[config.mk]
export PLATFORM = sky130hd
export DESIGN_NAME = ring_ro_sched_flat
export DESIGN_NICKNAME = d
export VERILOG_FILES = /design/src/rtl/ring_ro_sched_if.sv /design/src/rtl/ring_ro_sched.sv /design/src/flat_wrapper.sv
export SDC_FILE = /design/constraint.sdc
export NUM_CORES = 1
export LEC_CHECK = 0
export CORE_MARGIN = 4
export CORE_UTILIZATION = 44
export CTS_BUF_LIST = sky130_fd_sc_hd__clkbuf_2
export DETAILED_ROUTE_END_ITERATION = 8
export PLACE_DENSITY = 0.68
export REMOVE_ABC_BUFFERS = 1
export SLEW_MARGIN = 20
export SYNTH_ARGS = -nofsm -noshare
export SYNTH_HDL_FRONTEND = slang
export SYNTH_SLANG_ARGS = --single-unit
[constraint.sdc]
create_clock -name clk -period 8.6 [get_ports clk]
set_input_delay 2.15 -clock clk [delete_from_list [all_inputs] [get_ports clk]]
set_output_delay 2.15 -clock clk [all_outputs]
set_load 0.005 [all_outputs]
[src/rtl/ring_ro_sched_if.sv]
`default_nettype none
// ============================================================================
//  Module      : ring_ro_sched_if
//  Description : Bus bundle between the ring readout scheduler, the lockstep
//                ring buffer RAMs and the downstream sample consumer.
//                  wr_en_o / wr_addr_o      shared write strobe and address
//                  rd_en_o / rd_addr_o      read strobe and address
//                  ch_sel_o                 channel select for the mem_q_i mux
//                  mem_q_i                  selected read data (1 cycle late)
//                  dout_o / dout_ch_o       output sample and its channel
//                  dout_valid_o / dout_ready_i / dout_last_o  stream handshake
//                master = scheduler side, slave = RAM/consumer side.
//  Revision    : 1.0 - initial release
// ============================================================================
interface ring_ro_sched_if #(
   parameter int SIZE = 8,
   parameter int DW   = 12,
   parameter int CHW  = 2
);
   logic            wr_en_o;
   logic [SIZE-1:0] wr_addr_o;
   logic            rd_en_o;
   logic [SIZE-1:0] rd_addr_o;
   logic [CHW-1:0]  ch_sel_o;
   logic [DW-1:0]   mem_q_i;
   logic [DW-1:0]   dout_o;
   logic [CHW-1:0]  dout_ch_o;
   logic            dout_valid_o;
   logic            dout_ready_i;
   logic            dout_last_o;

   modport master (
      output wr_en_o, wr_addr_o, rd_en_o, rd_addr_o, ch_sel_o,
      input  mem_q_i,
      output dout_o, dout_ch_o, dout_valid_o, dout_last_o,
      input  dout_ready_i
   );

   modport slave (
      input  wr_en_o, wr_addr_o, rd_en_o, rd_addr_o, ch_sel_o,
      output mem_q_i,
      input  dout_o, dout_ch_o, dout_valid_o, dout_last_o,
      output dout_ready_i
   );
endinterface
`default_nettype wire

[src/rtl/ring_ro_sched.sv]
`default_nettype none
// ============================================================================
//  Module      : ring_ro_sched
//  Description : Acquisition / readout sequencer for NCH lockstep ring
//                buffers. Writes continuously while armed, runs a
//                post-trigger window, freezes writes, then reads `howmany`
//                samples per channel (channel 0 first) into a 2-deep skid
//                buffer feeding a valid/ready stream.
//  Ports       : clk, rst_n (sync, active low)
//                arm_i, trig_i, posttrig_i, offset_i, howmany_i  control
//                bus (ring_ro_sched_if.master)  RAM and output stream
//                busy_o, done_o, trig_lost_o                     status
//  Revision    : 1.0 - initial release
// ============================================================================
module ring_ro_sched #(
   parameter int SIZE = 8,
   parameter int DW   = 12,
   parameter int NCH  = 4,
   parameter int CHW  = 2
) (
   input  wire logic            clk,
   input  wire logic            rst_n,
   input  wire logic            arm_i,
   input  wire logic            trig_i,
   input  wire logic [SIZE-1:0] posttrig_i,
   input  wire logic [SIZE-1:0] offset_i,
   input  wire logic [SIZE-1:0] howmany_i,
   ring_ro_sched_if.master      bus,
   output logic                 busy_o,
   output logic                 done_o,
   output logic                 trig_lost_o
);

   localparam logic [CHW-1:0] c_LAST_CH = CHW'(NCH - 1);
   localparam int             c_SKW     = DW + CHW + 1;   // {last, ch, data}

   typedef enum logic [2:0] {
      S_IDLE  = 3'd0,
      S_ACQ   = 3'd1,
      S_POST  = 3'd2,
      S_READ  = 3'd3,
      S_DRAIN = 3'd4
   } state_t;

   state_t           r_state, w_state_nxt;

   logic [SIZE-1:0]  r_wr_addr;
   logic [SIZE-1:0]  r_post_cnt;
   logic [SIZE-1:0]  r_offset;
   logic [SIZE-1:0]  r_howmany;
   logic [SIZE-1:0]  r_start;
   logic [SIZE-1:0]  r_rd_addr;
   logic [SIZE-1:0]  r_rd_cnt;
   logic [CHW-1:0]   r_ch;
   logic             r_inflight;
   logic [CHW-1:0]   r_q_ch;
   logic             r_q_last;
   logic [c_SKW-1:0] r_sk0, r_sk1;
   logic [1:0]       r_occ;
   logic             r_trig_lost;

   logic             w_wr_en, w_rd_en, w_done, w_read_entry;
   logic             w_pop, w_room, w_ch_end, w_last_rd, w_busy;
   logic [2:0]       w_pending;
   logic [SIZE-1:0]  w_start;
   logic [c_SKW-1:0] w_push;

   // Samples held or already requested after this cycle's pop; a new read is
   // only legal if its data is guaranteed a free slot when it arrives.
   assign w_pop     = (r_occ != 2'd0) && bus.dout_ready_i;
   assign w_pending = 3'(r_occ) + {2'b00, r_inflight} - {2'b00, w_pop};
   assign w_room    = (w_pending < 3'd2);

   assign w_ch_end  = (r_rd_cnt == r_howmany - SIZE'(1));
   assign w_last_rd = w_ch_end && (r_ch == c_LAST_CH);

   // The write in the exit cycle is still happening, so stop = addr + 1.
   // Leaving ACQ directly (posttrig 0) uses the offset being latched now.
   assign w_start = (r_wr_addr + SIZE'(1)) -
                    ((r_state == S_ACQ) ? offset_i : r_offset);

   assign w_push  = {r_q_last, r_q_ch, bus.mem_q_i};
   assign w_busy  = (r_state == S_POST) || (r_state == S_READ) ||
                    (r_state == S_DRAIN);

   always_ff @(posedge clk) begin
      if (!rst_n) r_state <= S_IDLE;
      else        r_state <= w_state_nxt;
   end

   always_comb begin
      w_state_nxt  = r_state;
      w_wr_en      = 1'b0;
      w_rd_en      = 1'b0;
      w_done       = 1'b0;
      w_read_entry = 1'b0;
      case (r_state)
         S_IDLE: begin
            if (arm_i) w_state_nxt = S_ACQ;
         end
         S_ACQ: begin
            w_wr_en = 1'b1;
            if (trig_i) begin
               if (posttrig_i == '0) begin
                  w_state_nxt  = S_READ;
                  w_read_entry = 1'b1;
               end else begin
                  w_state_nxt  = S_POST;
               end
            end else if (!arm_i) begin
               w_state_nxt = S_IDLE;
            end
         end
         S_POST: begin
            w_wr_en = 1'b1;
            if (r_post_cnt == SIZE'(1)) begin
               w_state_nxt  = S_READ;
               w_read_entry = 1'b1;
            end
         end
         S_READ: begin
            if (r_howmany == '0) begin
               w_state_nxt = S_DRAIN;
            end else if (w_room) begin
               w_rd_en = 1'b1;
               if (w_last_rd) w_state_nxt = S_DRAIN;
            end
         end
         S_DRAIN: begin
            if ((r_occ == 2'd0) && !r_inflight) begin
               w_done      = 1'b1;
               w_state_nxt = arm_i ? S_ACQ : S_IDLE;
            end
         end
         default: w_state_nxt = S_IDLE;
      endcase
   end

   always_ff @(posedge clk) begin
      if (!rst_n) begin
         r_wr_addr   <= '0;
         r_post_cnt  <= '0;
         r_offset    <= '0;
         r_howmany   <= '0;
         r_start     <= '0;
         r_rd_addr   <= '0;
         r_rd_cnt    <= '0;
         r_ch        <= '0;
         r_inflight  <= 1'b0;
         r_q_ch      <= '0;
         r_q_last    <= 1'b0;
         r_sk0       <= '0;
         r_sk1       <= '0;
         r_occ       <= 2'd0;
         r_trig_lost <= 1'b0;
      end else begin
         if (w_wr_en) r_wr_addr <= r_wr_addr + SIZE'(1);

         if ((r_state == S_ACQ) && trig_i) begin
            r_offset   <= offset_i;
            r_howmany  <= howmany_i;
            r_post_cnt <= posttrig_i;
         end else if (r_state == S_POST) begin
            r_post_cnt <= r_post_cnt - SIZE'(1);
         end

         // Each channel restarts at the same window start address.
         if (w_read_entry) begin
            r_start   <= w_start;
            r_rd_addr <= w_start;
            r_rd_cnt  <= '0;
            r_ch      <= '0;
         end else if (w_rd_en) begin
            if (w_ch_end) begin
               r_rd_cnt  <= '0;
               r_rd_addr <= r_start;
               if (!w_last_rd) r_ch <= r_ch + CHW'(1);
            end else begin
               r_rd_cnt  <= r_rd_cnt + SIZE'(1);
               r_rd_addr <= r_rd_addr + SIZE'(1);
            end
         end

         r_inflight <= w_rd_en;
         r_q_ch     <= r_ch;
         r_q_last   <= w_last_rd;

         // Head slot r_sk0 always drives the stream so it stays put on stall.
         case ({r_inflight, w_pop})
            2'b10: begin
               if (r_occ == 2'd0) r_sk0 <= w_push;
               else               r_sk1 <= w_push;
               r_occ <= r_occ + 2'd1;
            end
            2'b01: begin
               r_sk0 <= r_sk1;
               r_occ <= r_occ - 2'd1;
            end
            2'b11: begin
               if (r_occ == 2'd1) begin
                  r_sk0 <= w_push;
               end else begin
                  r_sk0 <= r_sk1;
                  r_sk1 <= w_push;
               end
            end
            default: ;
         endcase

         r_trig_lost <= trig_i && w_busy;
      end
   end

   assign bus.wr_en_o      = w_wr_en;
   assign bus.wr_addr_o    = r_wr_addr;
   assign bus.rd_en_o      = w_rd_en;
   assign bus.rd_addr_o    = r_rd_addr;
   assign bus.ch_sel_o     = r_ch;
   assign bus.dout_o       = r_sk0[DW-1:0];
   assign bus.dout_ch_o    = r_sk0[DW+CHW-1:DW];
   assign bus.dout_last_o  = r_sk0[c_SKW-1];
   assign bus.dout_valid_o = (r_occ != 2'd0);
   assign busy_o           = w_busy;
   assign done_o           = w_done;
   assign trig_lost_o      = r_trig_lost;

endmodule
`default_nettype wire

[src/flat_wrapper.sv]
// flat-port wrapper written by rule: the top's interface ports become plain ports
module ring_ro_sched_flat 
#(
   parameter int SIZE = 8,
   parameter int DW   = 12,
   parameter int NCH  = 4,
   parameter int CHW  = 2
)
  (clk, rst_n, arm_i, trig_i, posttrig_i, offset_i, howmany_i, busy_o, done_o, trig_lost_o, bus_wr_en_o, bus_wr_addr_o, bus_rd_en_o, bus_rd_addr_o, bus_ch_sel_o, bus_mem_q_i, bus_dout_o, bus_dout_ch_o, bus_dout_valid_o, bus_dout_last_o, bus_dout_ready_i);
  ring_ro_sched_if #(.SIZE(SIZE), .DW(DW), .CHW(CHW)) bus_i ();
  input  wire logic clk;
  input  wire logic rst_n;
  input  wire logic arm_i;
  input  wire logic trig_i;
  input  wire logic [SIZE-1:0] posttrig_i;
  input  wire logic [SIZE-1:0] offset_i;
  input  wire logic [SIZE-1:0] howmany_i;
  output logic busy_o;
  output logic done_o;
  output logic trig_lost_o;
  output wire logic [$bits(bus_i.wr_en_o)-1:0] bus_wr_en_o;
  output wire logic [$bits(bus_i.wr_addr_o)-1:0] bus_wr_addr_o;
  output wire logic [$bits(bus_i.rd_en_o)-1:0] bus_rd_en_o;
  output wire logic [$bits(bus_i.rd_addr_o)-1:0] bus_rd_addr_o;
  output wire logic [$bits(bus_i.ch_sel_o)-1:0] bus_ch_sel_o;
  input wire logic [$bits(bus_i.mem_q_i)-1:0] bus_mem_q_i;
  output wire logic [$bits(bus_i.dout_o)-1:0] bus_dout_o;
  output wire logic [$bits(bus_i.dout_ch_o)-1:0] bus_dout_ch_o;
  output wire logic [$bits(bus_i.dout_valid_o)-1:0] bus_dout_valid_o;
  output wire logic [$bits(bus_i.dout_last_o)-1:0] bus_dout_last_o;
  input wire logic [$bits(bus_i.dout_ready_i)-1:0] bus_dout_ready_i;
  assign bus_wr_en_o = bus_i.wr_en_o;
  assign bus_wr_addr_o = bus_i.wr_addr_o;
  assign bus_rd_en_o = bus_i.rd_en_o;
  assign bus_rd_addr_o = bus_i.rd_addr_o;
  assign bus_ch_sel_o = bus_i.ch_sel_o;
  assign bus_i.mem_q_i = bus_mem_q_i;
  assign bus_dout_o = bus_i.dout_o;
  assign bus_dout_ch_o = bus_i.dout_ch_o;
  assign bus_dout_valid_o = bus_i.dout_valid_o;
  assign bus_dout_last_o = bus_i.dout_last_o;
  assign bus_i.dout_ready_i = bus_dout_ready_i;
  ring_ro_sched #(.SIZE(SIZE), .DW(DW), .NCH(NCH), .CHW(CHW)) u_core (.clk(clk), .rst_n(rst_n), .arm_i(arm_i), .trig_i(trig_i), .posttrig_i(posttrig_i), .offset_i(offset_i), .howmany_i(howmany_i), .bus(bus_i), .busy_o(busy_o), .done_o(done_o), .trig_lost_o(trig_lost_o));
endmodule
# [Word-level counts from Yosys, hierarchy flattened]
# Index checks and enable logic that the tools add are counted.
[totals] reg_bits=98 wordCells=109 output_inout_bits=39
[classes] bitwise=2 n_addsub=11 n_lt_le_gt_ge=1 reduce_logical=24 n_eq_ne=20 mux=35
[ops] op="15-bit 2-to-1 mux" n=4
[ops] op="8-bit 2-to-1 mux" n=7
[ops] op="15-bit case mux with 3 select lines" n=1
[ops] op="15-bit case mux with 2 select lines" n=1
[ops] op="8-bit by 1-bit adder with 8-bit output (second input constant)" n=3
[ops] op="3-bit 2-to-1 mux" n=8
[ops] op="8-bit zero test" n=2
[ops] op="8-bit by 1-bit subtractor with 8-bit output (second input constant)" n=2
[ops] op="3-bit case mux with 5 select lines" n=1
[ops] op="1-bit 2-to-1 mux" n=11
[ops] op="2-bit != test (second input constant)" n=5
[ops] op="2-bit nonzero test" n=5
[ops] op="8-bit by 1-bit equality test with 1-bit output (second input constant)" n=1
[ops] op="8-bit equality test" n=1
[ops] op="8-bit subtractor" n=1
[ops] op="2-bit equality test (second input constant)" n=3
[ops] op="3-bit by 2-bit equality test with 1-bit output (second input constant)" n=2
[ops] op="3-bit by 2-bit != test with 1-bit output (second input constant)" n=2
[ops] op="3-bit AND reduction" n=2
[ops] op="6-bit AND reduction" n=1
[ops] op="1-bit logical AND" n=5
[ops] op="2-bit by 1-bit adder with 2-bit output (second input constant)" n=2
[ops] op="2-bit by 1-bit equality test with 1-bit output (second input constant)" n=2
[ops] op="2-bit case mux with 2 select lines" n=1
[ops] op="17 further kinds" n=20

# [Logic depth before layout (Yosys ltp)]
[logic_depth] ltp_word=9 ltp_mapped=14 mapped_depth_nobuf=13

# [Worst setup path after synthesis]
# Ideal clock, no wire load.
[synth_timing] path_type="input to output" start="input bus_dout_ready_i" end="output bus_rd_en_o" stages=9 n_path_buf=1 arrival_ps=3887 path_slack_ps=2563 cell_sequence="nor2b_1 ha_1 nand2b_1 fa_1 xnor2_1 and2_0 nand2_1 inv_1 buf_2"
[synth_between] elab_chain_len=6
[synth_lines] item="start: declaration" line_no="flat_wrapper.sv:31" source="input wire logic [$bits(bus_i.dout_ready_i)-1:0] bus_dout_ready_i;"
[synth_lines] item="1-bit logical AND" line_no="ring_ro_sched.sv:70" source="assign w_pop = (r_occ != 2'd0) && bus.dout_ready_i;"
[synth_lines] item="3-bit by 1-bit subtractor with 3-bit output" line_no="ring_ro_sched.sv:71" source="assign w_pending = 3'(r_occ) + {2'b00, r_inflight} - {2'b00, w_pop};"
[synth_lines] item="3-bit by 2-bit less-than comparator with 1-bit output" line_no="ring_ro_sched.sv:72" source="assign w_room = (w_pending < 3'd2);"
[synth_lines] item="1-bit 2-to-1 mux" line_no="ring_ro_sched.sv:124" source="end else if (w_room) begin"
[synth_lines] item="1-bit 2-to-1 mux" line_no="ring_ro_sched.sv:122" source="if (r_howmany == '0) begin"
[synth_lines] item="1-bit 2-to-1 mux" line_no="ring_ro_sched.sv:97" source="case (r_state)"
[synth_lines] item="end: declaration" line_no="flat_wrapper.sv:23" source="output wire logic [$bits(bus_i.rd_en_o)-1:0] bus_rd_en_o;"
# No other way between the ends.

# [Worst setup path in the final report]
# Same ends and word-level chain as after synthesis.

==> run summary <==
* **Flop pwr share** 49.8%
* **Die Y** 115 µm
* **Crit. End Element** output port
* **number of rows in the core area** 38
* **cell count after placement** 794
* **Reg2Reg Depth** 13
* **global-route wire length before repair** 20.2 mm
* **largest driver fanout on the critical path** 16
* **NetSw** 309 µW
* **power share of the clock group** 23.9%
* **crit path DAT** 5.45 ns
* **timing-limited maximum frequency** 132 MHz
* **maximum number of pins on one net before global-route repair** 77
* **core outline area** 11000 µm²
* **Worst-path clk slew** 0.24 ns
* **number of buffers inserted during clock tree synthesis** 9
* **Buf/Inv on CP** 3
* **sort of element at the start of the critical path** primary input
* **Boundary Pins** 80
* **deepest clock path buffer count** 2
* **start point of the worst min-delay path** u_core.r_start[2]$_SDFFE_PN0P_
* **crit-path max cell delay** 0.60 ns
* **number of port buffers** 79
* **detailed-route vias per instance** 5.58
* **total grt overflow** 0
* **initial antenna violation count** 0
* **reg-to-reg slack, setup** 4.96 ns
* **Final Wtd Congestion** 0.815
* **register area share after synthesis** 38.9%
* **top_reg_cell synth** sky130_fd_sc_hd__dfxtp_1
* **post-synthesis average cell area** 8.39 µm²
* **classification of the worst setup path** primary input to output port
* **# Max-Cap Violations** 0
* **length of the first detailed-routing pass in iterations** 5
* **worst rel slew slack** 44.9%
* **number of warning messages in the yosys log** 0
* **count of mapped cells out of synthesis** 601
* **Worst Hold Depth** 2
* **TritonCTS clock tree** done
* **width of the chip** 115 µm
* **share of cells above drive strength 1** 5.52%
* **Crit Reg-Reg Endpoint** u_core.bus.rd_addr_o[7]$_SDFFE_PN0P_
* **most numerous cell on the critical path** sky130_fd_sc_hd__clkdlybuf4s50_1
* **Post-CTS Setup Inserts** 0
* **count of hold-fix buffers inserted at cts** 0
* **setup tns final** 0 ns
* **setup violation total in the final timing report** 0
* **Post-synth ARST share** 0%
* **unrepaired setup endpoints after global routing** false
* **internal power** 707 µW
* **Post-synth EDFFs** 0
* **count of H-tree levels built during CTS** 3
* **post-DR wirelength/cell** 14.8 µm
* **Initial Util** 45.7%
* **critical path's top delay family** buffers and inverters
* **net total in the final layout** 729
* **antenna violation net count after detailed routing** 0
* **Final period util** 88.4%
* **Final WS setup** 1.00 ns
* **non-filler cells in the finished layout** 810
* **overall track demand over capacity in global routing** 18.7%
* **required time reported for the critical path endpoint** 6.45 ns
* **most frequent standard cell in the layout excluding fill and tap cells** sky130_fd_sc_hd__dfxtp_1
* **number of remaining DRC errors** 0
* **count of routing violations after the opening detailed-route iteration** 303
* **antenna diode count** 0
* **distinct cell type count after synthesis** 58
* **number of global-route vias before repair** 4345
* **clock root cell** sky130_fd_sc_hd__clkbuf_2
* **power per unit of standard cell area** 167 nW/µm²
* **dpl ws** 1.03 ns
* **Switching Share** 30.5%
* **filler cell count in the final layout** 1054
* **routed via count** 4521
* **setup skew after layout** 0.0367 ns
* **final critical-path required period** 7.60 ns
* **Slew @ Worst Pin** 0.826 ns
* **area enclosed by the die boundary** 13200 µm²
* **power share of the combinational group** 26.3%
* **final hold violations** 0
* **area grow syn2layout** 20.6%
* **quantity of gates resized following cts** 0
* **cell with the biggest individual delay on the critical path** sky130_fd_sc_hd__clkdlybuf4s50_1
* **outcome** finished clean
* **capture endpoint of the worst hold path** u_core.r_start[2]$_SDFFE_PN0P_
* **cell-by-cell trace of the critical path** clkdlybuf4s50_1 -> nor2b_1 -> ha_1 -> nand2b_1 -> fa_1 -> xnor2_1 -> and2_0 -> nand2_1 -> inv_1 -> clkdlybuf4s50_1
* **leakage power figure** 0.00230 µW
* **Clock Sink Count** 98
* **post-synth design cell area** 5040 µm²
* **Reg2Reg Launch Point** u_core.r_occ[1]$_SDFFE_PN0N_
* **clock latency on the worst-skew pair** 0.59 ns
* **Hold WC Path Type** register to register
* **top library cells by usage in the layout, fill and taps aside** sky130_fd_sc_hd__dfxtp_1 (98), sky130_fd_sc_hd__clkdlybuf4s50_1 (79), sky130_fd_sc_hd__nand2_1 (71)
* **Seq cells post-synth** 98
* **post-detail-place hpwl** 8.44 mm
* **Max Transition Viols Final** 0
* **worst vdd rail ir drop** 0.112 mV
* **drt total wl** 12.0 mm
==> logic make-up (layout without fill, tap and decap cells) <==
| group | Yosys count | count (layout) | synth area share (%) |
|---|---|---|---|
| compound gates | 151 | 151 | 19.2 |
| flops | 98 | 98 | 38.9 |
| simple gates | 221 | 221 | 21.0 |
| mux | 29 | 29 | 5.86 |
| buf+inv | 50 | 119 | 3.97 |
| xor+xnor | 29 | 29 | 5.04 |
| fa+ha+maj | 23 | 23 | 6.01 |
==> power by group through the flow <==
stage | Combinational, µW | Clock (µW) | Sequential (µW)
final | 267 | 243 | 507
after global routing | 300 | 270 | 512
after CTS | 268 | 255 | 507
after detailed placement | 266 | 0 | 516
after global placement | 259 | 0 | 514
after floorplan | 162 | 0 | 513
==> worst max path at each step <==
stage | start | end | slack, ns | depth (start not counted)
2_1_floorplan | bus_dout_ready_i | bus_rd_en_o | 2.48 | 8
3_3_place_gp | bus_dout_ready_i | bus_rd_en_o | 1.10 | 10
3_5_place_dp | bus_dout_ready_i | bus_rd_en_o | 1.03 | 10
4_1_cts | bus_dout_ready_i | bus_rd_en_o | 1.01 | 10
5_1_grt | bus_dout_ready_i | bus_rd_en_o | 0.69 | 10
6_report | bus_dout_ready_i | bus_rd_en_o | 1.00 | 10
==> layout make-up <==
class | count | area [µm²] | area share [%]
clock buffers | 9 | 45.0 | 0.741
clock inverters | 7 | 83.8 | 1.38
inverters | 19 | 71.3 | 1.17
multi-input cells | 453 | 2910 | 47.9
flip-flops and latches | 98 | 1960 | 32.3
well taps | 140 | 175 | 2.88
repair buffers | 84 | 828 | 13.6
==> state kept, by name (all words and copies together), names as in the netlist <==
signal	cells
u_core.r_sk0	15
u_core.r_inflight	1
u_core.r_state	3
u_core.r_rd_cnt	8
u_core.r_howmany	8
u_core.bus.rd_addr_o	8
u_core.r_start	8
u_core.bus.wr_addr_o	8
u_core.r_offset	8
u_core.r_post_cnt	8
u_core.trig_lost_o	1
u_core.r_q_ch	2
u_core.r_occ	2
u_core.bus.ch_sel_o	2
u_core.r_sk1	15
u_core.r_q_last	1
==> routing by layer <==
metal	GRT usage, %	vias to the layer above	share of wire, %
met5	0	-	0
met2	30.0	97	47
met3	4.79	14	5.0
li1	-	2270	-
met1	25.2	2140	47
met4	4.69	0	1.2
==> tightest hold or removal path: stages (launching register included) <==
cell	delay, ns
sky130_fd_sc_hd__dfxtp_1	0.37
sky130_fd_sc_hd__nand2_1	0.05
sky130_fd_sc_hd__a21oi_1	0.05
==> stage by stage <==
| step | hold WS, ns | utilization (%) | power [µW] | instance area, µm² |
|---|---|---|---|---|
| 5_1_grt | 0.495 | 55.1 | 1080 | 6080 |
| 6_report | 0.473 | 55.1 | 1020 | 6080 |
| 2_1_floorplan | 0.432 | - | 675 | 4910 |
| 3_3_place_gp | 0.442 | 53.8 | 774 | 5940 |
| 3_5_place_dp | 0.449 | 53.8 | 782 | 5940 |
| 4_1_cts | 0.476 | 55.0 | 1030 | 6070 |
==> cell usage after synthesis (3+ instances only) <==
| cell type | number | area share, % |
|---|---|---|
| sky130_fd_sc_hd__dfxtp_1 | 98 | 39 |
| sky130_fd_sc_hd__nand2_1 | 71 | 5.3 |
| sky130_fd_sc_hd__nor2_1 | 67 | 5.0 |
| sky130_fd_sc_hd__a21oi_1 | 50 | 5.0 |
| sky130_fd_sc_hd__mux2i_1 | 25 | 5.0 |
| sky130_fd_sc_hd__clkbuf_1 | 24 | 1.8 |
| sky130_fd_sc_hd__o21ai_0 | 23 | 2.3 |
| sky130_fd_sc_hd__ha_1 | 21 | 5.2 |
| sky130_fd_sc_hd__xnor2_1 | 20 | 3.5 |
| sky130_fd_sc_hd__inv_1 | 19 | 1.4 |
| sky130_fd_sc_hd__a211oi_1 | 18 | 2.7 |
| sky130_fd_sc_hd__nand3_1 | 17 | 1.7 |
| sky130_fd_sc_hd__a22oi_1 | 15 | 2.2 |
| sky130_fd_sc_hd__and3_1 | 9 | 1.1 |
| sky130_fd_sc_hd__xor2_1 | 9 | 1.6 |
| sky130_fd_sc_hd__nand2b_1 | 8 | 0.99 |
| sky130_fd_sc_hd__nor3_1 | 7 | 0.69 |
| sky130_fd_sc_hd__or3_1 | 7 | 0.87 |
| sky130_fd_sc_hd__a31oi_1 | 6 | 0.74 |
| sky130_fd_sc_hd__nor3b_1 | 6 | 0.89 |
| sky130_fd_sc_hd__nor4_1 | 6 | 0.74 |
| sky130_fd_sc_hd__a221oi_1 | 4 | 0.69 |
| sky130_fd_sc_hd__a32o_1 | 4 | 0.79 |
| sky130_fd_sc_hd__a32oi_1 | 4 | 0.69 |
| sky130_fd_sc_hd__buf_2 | 4 | 0.40 |
| sky130_fd_sc_hd__mux2_2 | 4 | 0.89 |
| sky130_fd_sc_hd__o21a_1 | 4 | 0.60 |
| sky130_fd_sc_hd__o22ai_1 | 4 | 0.50 |
| sky130_fd_sc_hd__or4_1 | 4 | 0.60 |
| sky130_fd_sc_hd__and2_1 | 3 | 0.37 |
| sky130_fd_sc_hd__o31a_1 | 3 | 0.52 |
| sky130_fd_sc_hd__or2_2 | 3 | 0.37 |
Power figures use the tool's default switching activity.
